==> src/rtl/cpu_pkg.sv <==
// Shared RV32I-subset decode constants, ALU/write-back enums and 7-segment patterns.
// Imported by cpu and seven_seg_decoder; no ports.
package cpu_pkg;

  localparam logic [6:0] OP_R     = 7'h33;
  localparam logic [6:0] OP_I     = 7'h13;
  localparam logic [6:0] OP_LOAD  = 7'h03;
  localparam logic [6:0] OP_STORE = 7'h23;
  localparam logic [6:0] OP_BR    = 7'h63;
  localparam logic [6:0] OP_JAL   = 7'h6F;
  localparam logic [6:0] OP_JALR  = 7'h67;
  localparam logic [6:0] OP_LUI   = 7'h37;
  localparam logic [6:0] OP_AUIPC = 7'h17;

  localparam logic [2:0] F3_ADD  = 3'd0;
  localparam logic [2:0] F3_SLL  = 3'd1;
  localparam logic [2:0] F3_SLT  = 3'd2;
  localparam logic [2:0] F3_SLTU = 3'd3;
  localparam logic [2:0] F3_XOR  = 3'd4;
  localparam logic [2:0] F3_SR   = 3'd5;
  localparam logic [2:0] F3_OR   = 3'd6;
  localparam logic [2:0] F3_AND  = 3'd7;
  localparam logic [2:0] F3_W    = 3'd2;
  localparam logic [2:0] F3_BEQ  = 3'd0;
  localparam logic [2:0] F3_BNE  = 3'd1;
  localparam logic [2:0] F3_BLT  = 3'd4;
  localparam logic [2:0] F3_BGE  = 3'd5;

  localparam logic [6:0] F7_ZERO = 7'h00;
  localparam logic [6:0] F7_ALT  = 7'h20;

  localparam logic [31:0] SENTINEL = 32'h7FFF_FFFF;

  typedef enum logic [3:0] {
    ALU_ADD, ALU_SUB, ALU_AND, ALU_OR, ALU_XOR,
    ALU_SLT, ALU_SLTU, ALU_SLL, ALU_SRL, ALU_SRA
  } alu_op_e;

  typedef enum logic [1:0] {
    WB_ALU, WB_MEM, WB_PC4
  } wb_sel_e;

  // Active-low {g,f,e,d,c,b,a}
  localparam logic [6:0] SEG_0 = 7'b1000000;
  localparam logic [6:0] SEG_1 = 7'b1111001;
  localparam logic [6:0] SEG_2 = 7'b0100100;
  localparam logic [6:0] SEG_3 = 7'b0110000;
  localparam logic [6:0] SEG_4 = 7'b0011001;
  localparam logic [6:0] SEG_5 = 7'b0010010;
  localparam logic [6:0] SEG_6 = 7'b0000010;
  localparam logic [6:0] SEG_7 = 7'b1111000;
  localparam logic [6:0] SEG_8 = 7'b0000000;
  localparam logic [6:0] SEG_9 = 7'b0010000;
  localparam logic [6:0] SEG_BLANK = 7'b1111111;

  // alt selects SUB/SRA; callers pass it only where it applies
  function automatic alu_op_e f3_alu(
    input logic [2:0] f3,
    input logic       alt
  );
    alu_op_e r;
    case (f3)
      F3_ADD:  r = alt ? ALU_SUB : ALU_ADD;
      F3_SLL:  r = ALU_SLL;
      F3_SLT:  r = ALU_SLT;
      F3_SLTU: r = ALU_SLTU;
      F3_XOR:  r = ALU_XOR;
      F3_SR:   r = alt ? ALU_SRA : ALU_SRL;
      F3_OR:   r = ALU_OR;
      default: r = ALU_AND;
    endcase
    return r;
  endfunction

endpackage

==> src/rtl/seven_seg_decoder.sv <==
// BCD digit to active-low 7-segment pattern {g,f,e,d,c,b,a}; non-BCD blanks.
// Ports: digit (4b in), seg (7b out).
module seven_seg_decoder
  import cpu_pkg::*;
(
  input  logic [3:0] digit,
  output logic [6:0] seg
);

  always_comb begin
    case (digit)
      4'd0:    seg = SEG_0;
      4'd1:    seg = SEG_1;
      4'd2:    seg = SEG_2;
      4'd3:    seg = SEG_3;
      4'd4:    seg = SEG_4;
      4'd5:    seg = SEG_5;
      4'd6:    seg = SEG_6;
      4'd7:    seg = SEG_7;
      4'd8:    seg = SEG_8;
      4'd9:    seg = SEG_9;
      default: seg = SEG_BLANK;
    endcase
  end

endmodule

==> src/rtl/cpu.sv <==
// Single-cycle RV32I-subset CPU with hard-coded ROM, data RAM and BCD/7-seg view.
// Ports: clk, rst (async high); finalOut, instr, currentPC; BCD digits and
// 7-seg patterns of finalOut. Macro CPU_HALT_SENTINEL_EN freezes PC on SENTINEL.
module cpu
  import cpu_pkg::*;
#(
  parameter int unsigned ROM_DEPTH  = 64,
  parameter int unsigned DMEM_DEPTH = 64,
  parameter logic [31:0] RESET_PC   = 32'h0000_0000
) (
  input  logic        clk,
  input  logic        rst,
  output logic [31:0] finalOut,
  output logic [31:0] instr,
  output logic [31:0] currentPC,
  output logic [3:0]  thousands,
  output logic [3:0]  hundreds,
  output logic [3:0]  tens,
  output logic [3:0]  ones,
  output logic [6:0]  displayOnes,
  output logic [6:0]  displayTens,
  output logic [6:0]  displayHundreds,
  output logic [6:0]  displayThousands
);

  // DMEM_DEPTH is a power of two, so modulo is a bit slice
  localparam int DAW = $clog2(DMEM_DEPTH);

  logic [31:0] pc_q, pc_d;
  logic [31:0] rf_q [32];
  logic [31:0] dmem_q [DMEM_DEPTH];

  logic [31:0] rom_word;
  logic [6:0]  opcode, f7;
  logic [4:0]  rd, rs1, rs2;
  logic [2:0]  f3;
  logic [31:0] imm_i, imm_s, imm_b, imm_u, imm_j;
  logic [31:0] rs1_val, rs2_val;
  logic [31:0] op_a, op_b, alu_res, pc4;
  logic [31:0] mem_rdata, wb_data;
  logic [DAW-1:0] dmem_idx;
  alu_op_e     alu_op;
  wb_sel_e     wb_sel;
  logic        rf_we, mem_we;
  logic        is_br, is_jal, is_jalr, br_taken;
  logic [13:0] bcd_v;

  always_comb begin
    case (pc_q[31:2])
      30'd0:   rom_word = 32'h0050_0093;
      30'd1:   rom_word = 32'h0070_0113;
      30'd2:   rom_word = 32'h0020_81B3;
      30'd3:   rom_word = 32'h4011_0233;
      30'd4:   rom_word = 32'h0030_2023;
      30'd5:   rom_word = 32'h0000_2283;
      30'd6:   rom_word = 32'h0032_8463;
      30'd7:   rom_word = 32'h0630_0313;
      30'd8:   rom_word = 32'h0000_13B7;
      30'd9:   rom_word = 32'h4D23_8413;
      default: rom_word = SENTINEL;
    endcase
    instr = ({2'b00, pc_q[31:2]} < ROM_DEPTH) ? rom_word : SENTINEL;
  end

  assign opcode = instr[6:0];
  assign rd     = instr[11:7];
  assign f3     = instr[14:12];
  assign rs1    = instr[19:15];
  assign rs2    = instr[24:20];
  assign f7     = instr[31:25];

  assign imm_i = {{20{instr[31]}}, instr[31:20]};
  assign imm_s = {{20{instr[31]}}, instr[31:25], instr[11:7]};
  assign imm_b = {{19{instr[31]}}, instr[31], instr[7],
                  instr[30:25], instr[11:8], 1'b0};
  assign imm_u = {instr[31:12], 12'b0};
  assign imm_j = {{11{instr[31]}}, instr[31], instr[19:12],
                  instr[20], instr[30:21], 1'b0};

  assign rs1_val = (rs1 == 5'd0) ? 32'd0 : rf_q[rs1];
  assign rs2_val = (rs2 == 5'd0) ? 32'd0 : rf_q[rs2];

  always_comb begin
    alu_op  = ALU_ADD;
    op_a    = rs1_val;
    op_b    = imm_i;
    wb_sel  = WB_ALU;
    rf_we   = 1'b0;
    mem_we  = 1'b0;
    is_br   = 1'b0;
    is_jal  = 1'b0;
    is_jalr = 1'b0;
    case (opcode)
      OP_R: begin
        if (f7 == F7_ZERO ||
            (f7 == F7_ALT && (f3 == F3_ADD || f3 == F3_SR))) begin
          alu_op = f3_alu(f3, f7[5]);
          op_b   = rs2_val;
          rf_we  = 1'b1;
        end
      end
      OP_I: begin
        // SLTIU is outside the supported subset
        if (f3 != F3_SLTU &&
            (f3 == F3_SLL ? f7 == F7_ZERO :
             (f3 != F3_SR || f7 == F7_ZERO || f7 == F7_ALT))) begin
          alu_op = f3_alu(f3, f3 == F3_SR && f7[5]);
          rf_we  = 1'b1;
        end
      end
      OP_LOAD: begin
        if (f3 == F3_W) begin
          wb_sel = WB_MEM;
          rf_we  = 1'b1;
        end
      end
      OP_STORE: begin
        if (f3 == F3_W) begin
          op_b   = imm_s;
          mem_we = 1'b1;
        end
      end
      OP_BR: begin
        if (f3 inside {F3_BEQ, F3_BNE, F3_BLT, F3_BGE}) begin
          alu_op = ALU_SUB;
          op_b   = rs2_val;
          is_br  = 1'b1;
        end
      end
      OP_JAL: begin
        op_a   = pc_q;
        op_b   = imm_j;
        wb_sel = WB_PC4;
        rf_we  = 1'b1;
        is_jal = 1'b1;
      end
      OP_JALR: begin
        if (f3 == 3'd0) begin
          wb_sel  = WB_PC4;
          rf_we   = 1'b1;
          is_jalr = 1'b1;
        end
      end
      OP_LUI: begin
        op_a  = 32'd0;
        op_b  = imm_u;
        rf_we = 1'b1;
      end
      OP_AUIPC: begin
        op_a  = pc_q;
        op_b  = imm_u;
        rf_we = 1'b1;
      end
      default: ;
    endcase
  end

  always_comb begin
    case (alu_op)
      ALU_SUB:  alu_res = op_a - op_b;
      ALU_AND:  alu_res = op_a & op_b;
      ALU_OR:   alu_res = op_a | op_b;
      ALU_XOR:  alu_res = op_a ^ op_b;
      ALU_SLT:  alu_res = {31'd0, $signed(op_a) < $signed(op_b)};
      ALU_SLTU: alu_res = {31'd0, op_a < op_b};
      ALU_SLL:  alu_res = op_a << op_b[4:0];
      ALU_SRL:  alu_res = op_a >> op_b[4:0];
      ALU_SRA:  alu_res = $unsigned($signed(op_a) >>> op_b[4:0]);
      default:  alu_res = op_a + op_b;
    endcase
  end

  always_comb begin
    case (f3)
      F3_BEQ:  br_taken = (rs1_val == rs2_val);
      F3_BNE:  br_taken = (rs1_val != rs2_val);
      F3_BLT:  br_taken = ($signed(rs1_val) < $signed(rs2_val));
      default: br_taken = ($signed(rs1_val) >= $signed(rs2_val));
    endcase
  end

  assign pc4 = pc_q + 32'd4;

  always_comb begin
    pc_d = pc4;
    if (is_br && br_taken) pc_d = pc_q + imm_b;
    else if (is_jal)       pc_d = alu_res;
    else if (is_jalr)      pc_d = {alu_res[31:1], 1'b0};
`ifdef CPU_HALT_SENTINEL_EN
    if (instr == SENTINEL) pc_d = pc_q;
`else
`endif
  end

  assign dmem_idx  = alu_res[DAW+1:2];
  assign mem_rdata = dmem_q[dmem_idx];

  always_comb begin
    case (wb_sel)
      WB_MEM:  wb_data = mem_rdata;
      WB_PC4:  wb_data = pc4;
      default: wb_data = alu_res;
    endcase
  end

  always_ff @(posedge clk or posedge rst) begin
    if (rst) begin
      pc_q <= RESET_PC;
      for (int i = 0; i < 32; i++) rf_q[i] <= 32'd0;
    end else begin
      pc_q <= pc_d;
      if (rf_we && rd != 5'd0) rf_q[rd] <= wb_data;
    end
  end

  // RAM keeps its contents across reset
  always_ff @(posedge clk) begin
    if (mem_we && !rst) dmem_q[dmem_idx] <= rs2_val;
  end

  assign finalOut  = wb_data;
  assign currentPC = pc_q;

  always_comb begin
    bcd_v     = 14'(finalOut % 32'd10000);
    thousands = 4'(bcd_v / 14'd1000);
    hundreds  = 4'((bcd_v / 14'd100) % 14'd10);
    tens      = 4'((bcd_v / 14'd10) % 14'd10);
    ones      = 4'(bcd_v % 14'd10);
  end

  seven_seg_decoder u_seg_ones (.digit(ones),      .seg(displayOnes));
  seven_seg_decoder u_seg_tens (.digit(tens),      .seg(displayTens));
  seven_seg_decoder u_seg_hund (.digit(hundreds),  .seg(displayHundreds));
  seven_seg_decoder u_seg_thou (.digit(thousands), .seg(displayThousands));

endmodule

==> config.mk <==
export PLATFORM = sky130hd
export DESIGN_NAME = cpu
export DESIGN_NICKNAME = d
export VERILOG_FILES = /design/src/rtl/cpu_pkg.sv /design/src/rtl/seven_seg_decoder.sv /design/src/rtl/cpu.sv
export SDC_FILE = /design/constraint.sdc
export NUM_CORES = 2
export LEC_CHECK = 0
export BUFFER_PORTS_ARGS = -buffer_cell sky130_fd_sc_hd__buf_2
export CAP_MARGIN = 10
export CORE_ASPECT_RATIO = 0.8
export CORE_MARGIN = 2
export CORE_UTILIZATION = 41
export DETAILED_ROUTE_END_ITERATION = 10
export SLEW_MARGIN = 30
export SYNTH_ARGS = -nofsm -noshare
export SYNTH_HDL_FRONTEND = slang
export SYNTH_HIERARCHICAL = 1
export SYNTH_SLANG_ARGS = --single-unit
export TNS_END_PERCENT = 100
==> constraint.sdc <==
create_clock -name clk -period 50.7 [get_ports clk]
set_clock_uncertainty 0.05 [all_clocks]
set_input_delay 10.14 -clock clk [delete_from_list [all_inputs] [get_ports clk]]
set_output_delay 10.14 -clock clk [all_outputs]
set_load 0.02 [all_outputs]
==> summary.md <==
| Metric | Value |
|---|---|
| Number of synthesis warnings | 6 |
| Min-Delay Path Class | reg -> reg |
| Num CTS Buffers | 280 |
| Fill cells | approximately 28,000 |
| Slew Viols, Final | 0 |
| Leading area contributor after synthesis | edfxtp_1 |
| Main synth FF type | edfxtp_1 |
| Core Box Area | between 300,000 and 400,000 µm² |
| Die Wd | between 600 and 700 µm |
| Final hold vios | 0 |
| Synth Area per Inst | roughly 12 µm² |
| Post-layout minimum cycle time | just under 50 ns |
| Gr usage total | a little under a third |
| CTS tree | done |
| Syn Inst Count | between 10,000 and 15,000 |
| I/O Pins | 142 |
| Final #Nets | around 11,000 |
| Commonest non-fill, non-tap cells in the layout | edfxtp_1, nand2_1, dfrtp_1 |
| Vias post-DR | between 90,000 and 100k |
| Worst path required time | approximately 40 ns |
| Clock H-tree levels | 5 |
| Distinct cells, synth | between 150 and 200 |
| Hold buffers post-CTS | 0 |
| First-pass GRT wire length | 719 mm |
| Largest cells by area after synthesis | edfxtp_1, dfrtp_1, nand2_1, o22ai_1, clkbuf_1 |
| WP data arrival | around 38 ns |
| Period utilization | between 90 and 100% |
| Global route overflow | 0 |
| Reg area | a little under 80,000 µm² |
| Antenna violations before repair | 19 |
| Post-route ant nets | 0 |
| Worst r2r src | currentPC[2] |
| Share of post-route cells with drive strength above 1 | a little over an eighth |
| Crit-path slowest cell | a211oi_2 |
| # port buffers | about 140 |
| Clk pin slew, worst setup/hold paths | about 0.080 ns |
| Fmax | about 21 MHz |
| Per-cell routed wire length | approximately 34 µm |
| Max Buffers Root-to-Sink | 4 |
| Reg-to-Reg End | rf_q[931] |
| CP endpoint kind | primary output |
| Worst-Skew Late Latency | around 0.90 ns |
| Most used cell, CP | a31oi_1 |
| Share of the synthesized area in the top cell type | 47.9% |
| DR vias/cell | about 6.5 |
| Clk sinks | roughly 2,800 |
| Max_slew headroom | about 15% |
| Largest net degree at the start of global routing | ~180 |
| Area grow syn2layout | 11.2% |
| DR iter-0 viols | around 15,000 |
| Commonest non-fill, non-tap cell in the layout | edfxtp_1 |
| Cell row count | around 180 |
| Worst setup SP type | flip-flop |
| Worst setup path class | reg -> out |
| Vias in the first global route | around 90,000 |
| Crit-path max FO | 72 |
| Worst-Margin Slew | about 1.3 ns |
| Yosys reg bits | 2,770 |
| Critical path endpoint | displayHundreds[3] |
| Initial core utilization | 41.3% |
| Half-perimeter wire length after placement | around 330 mm |
| Share of flip-flops with an asynchronous set or reset | roughly a quarter |
| Status | complete, no violations |
| Mapped Area | 128,000 µm² |
| Cells on worst reg2reg path | 38 |
| Crit path launch | currentPC[2] |
| Drc violations | 0 |
| Worst R2R Setup Slack | roughly 37 ns |
| Root buffer cell | clkbuf_16 |
| Slowest stage delay, CP | 0.78 ns |
| RePlAce Congestion | slightly below 1 |
| DIE HEIGHT | a little over 500 µm |
| Setup TNS | 0 ns |
| First drt pass iteration count | 7 |
| Multi-input gate area | between 40,000 and 50,000 µm² |
| Max-cap violations | 0 |
| Post-synth EDFFs | between 2,000 and 2,500 |
| Final setup violating endpoints | 0 |
| DIE AREA | between 300,000 and 400,000 µm² |
| Post-synthesis sequential area ratio | between 60% and 70% |
| Routed WL | 514 mm |
| RSZ-0062 raised after global routing | false |
-- how the worst min path moves through the flow --
stage | start | endpoint | slack [ns] | depth (start not counted)
2_1_floorplan | rf_q[422] | rf_q[422] | 0.37 | 1
3_3_place_gp | rf_q[440] | rf_q[440] | 0.31 | 0
3_5_place_dp | rf_q[407] | rf_q[407] | 0.31 | 0
4_1_cts | rf_q[439] | rf_q[439] | 0.33 | 0
5_1_grt | rf_q[424] | rf_q[424] | 0.33 | 0
6_report | rf_q[423] | rf_q[423] | 0.32 | 0
-- Yosys cell counts (188+ instances only) --
cell type  number
o22ai_1       546
nand2_1      1748
and3_1        211
dfrtp_1       722
inv_1         188
clkbuf_1      849
nand3_1       408
nor2_1        525
o21ai_0       527
edfxtp_1     2048
nor3_1        188
a21oi_1       360
-- layout make-up --
type                       count  share of cell area, %
antenna                        4                0.00701
clock buffer                 355                   5.29
clock inverter               133                  0.941
inverter                     207                  0.565
multi-input combinational   6988                   31.0
sequential                  2770                   55.7
tap                         4162                   3.65
timing repair buffer         533                   2.83
-- kinds of logic after synthesis --
kind of cell	count (synthesis)	share of synthesized area, %
AND/OR/NAND/NOR	3584	12.8
flip-flops	2770	62.0
adder cells (fa/ha/maj)	160	1.55
AO/OA/AOI/OAI	2839	15.4
other	2	0.00585
buffers and inverters	1376	4.71
XOR/XNOR	176	1.25
multiplexers	224	2.32
-- through the flow --
stage	cell area (µm²)	hold slack, ns	cells	setup WS, ns	utilization [%]
6_report	143000	0.322	15152	2.25	45.9
5_1_grt	143000	0.332	15149	0.0578	45.9
4_1_cts	142000	0.325	15137	1.90	45.8
3_5_place_dp	134000	0.312	14649	2.98	42.9
3_3_place_gp	133000	0.310	14633	3.18	42.8
2_1_floorplan	128000	0.374	11134	8.51	-
-- critical path: cells and delay by family (launching register included) --
family                     cells  cell delay [ns]
xor gates and xnor gates       2             0.44
DFF                            1             0.68
muxes                          4             1.85
and+or+nand+nor               26             6.78
AOI/OAI and AO/OA             68            22.72
buffers and inverters         11             3.25
adders and majority gates      4             1.41
-- flip-flops by register name (all words and copies together) (netlist names) --
| name | count |
|---|---|
| rf_q | 690 |
| dmem_q | 2048 |
| currentPC | 32 |
-- layer usage --
layer	part of all wire (%)	global-route usage [%]	vias to the layer above
met4	6.3	16.7	14
li1	-	-	40801
met3	13	8.29	1365
met1	39	43.8	49516
met5	0.019	0	-
met2	42	44.7	6904
-- what timing repair did --
item / in CTS / in global routing
setup endpoints to repair: 0 / 20
buffers inserted: 0 / 3
gates resized for setup: 0 / 5
Power is left out: the tool's default activity adds up to more than one toggle a clock period on the data nets, which glitch-free logic cannot reach.
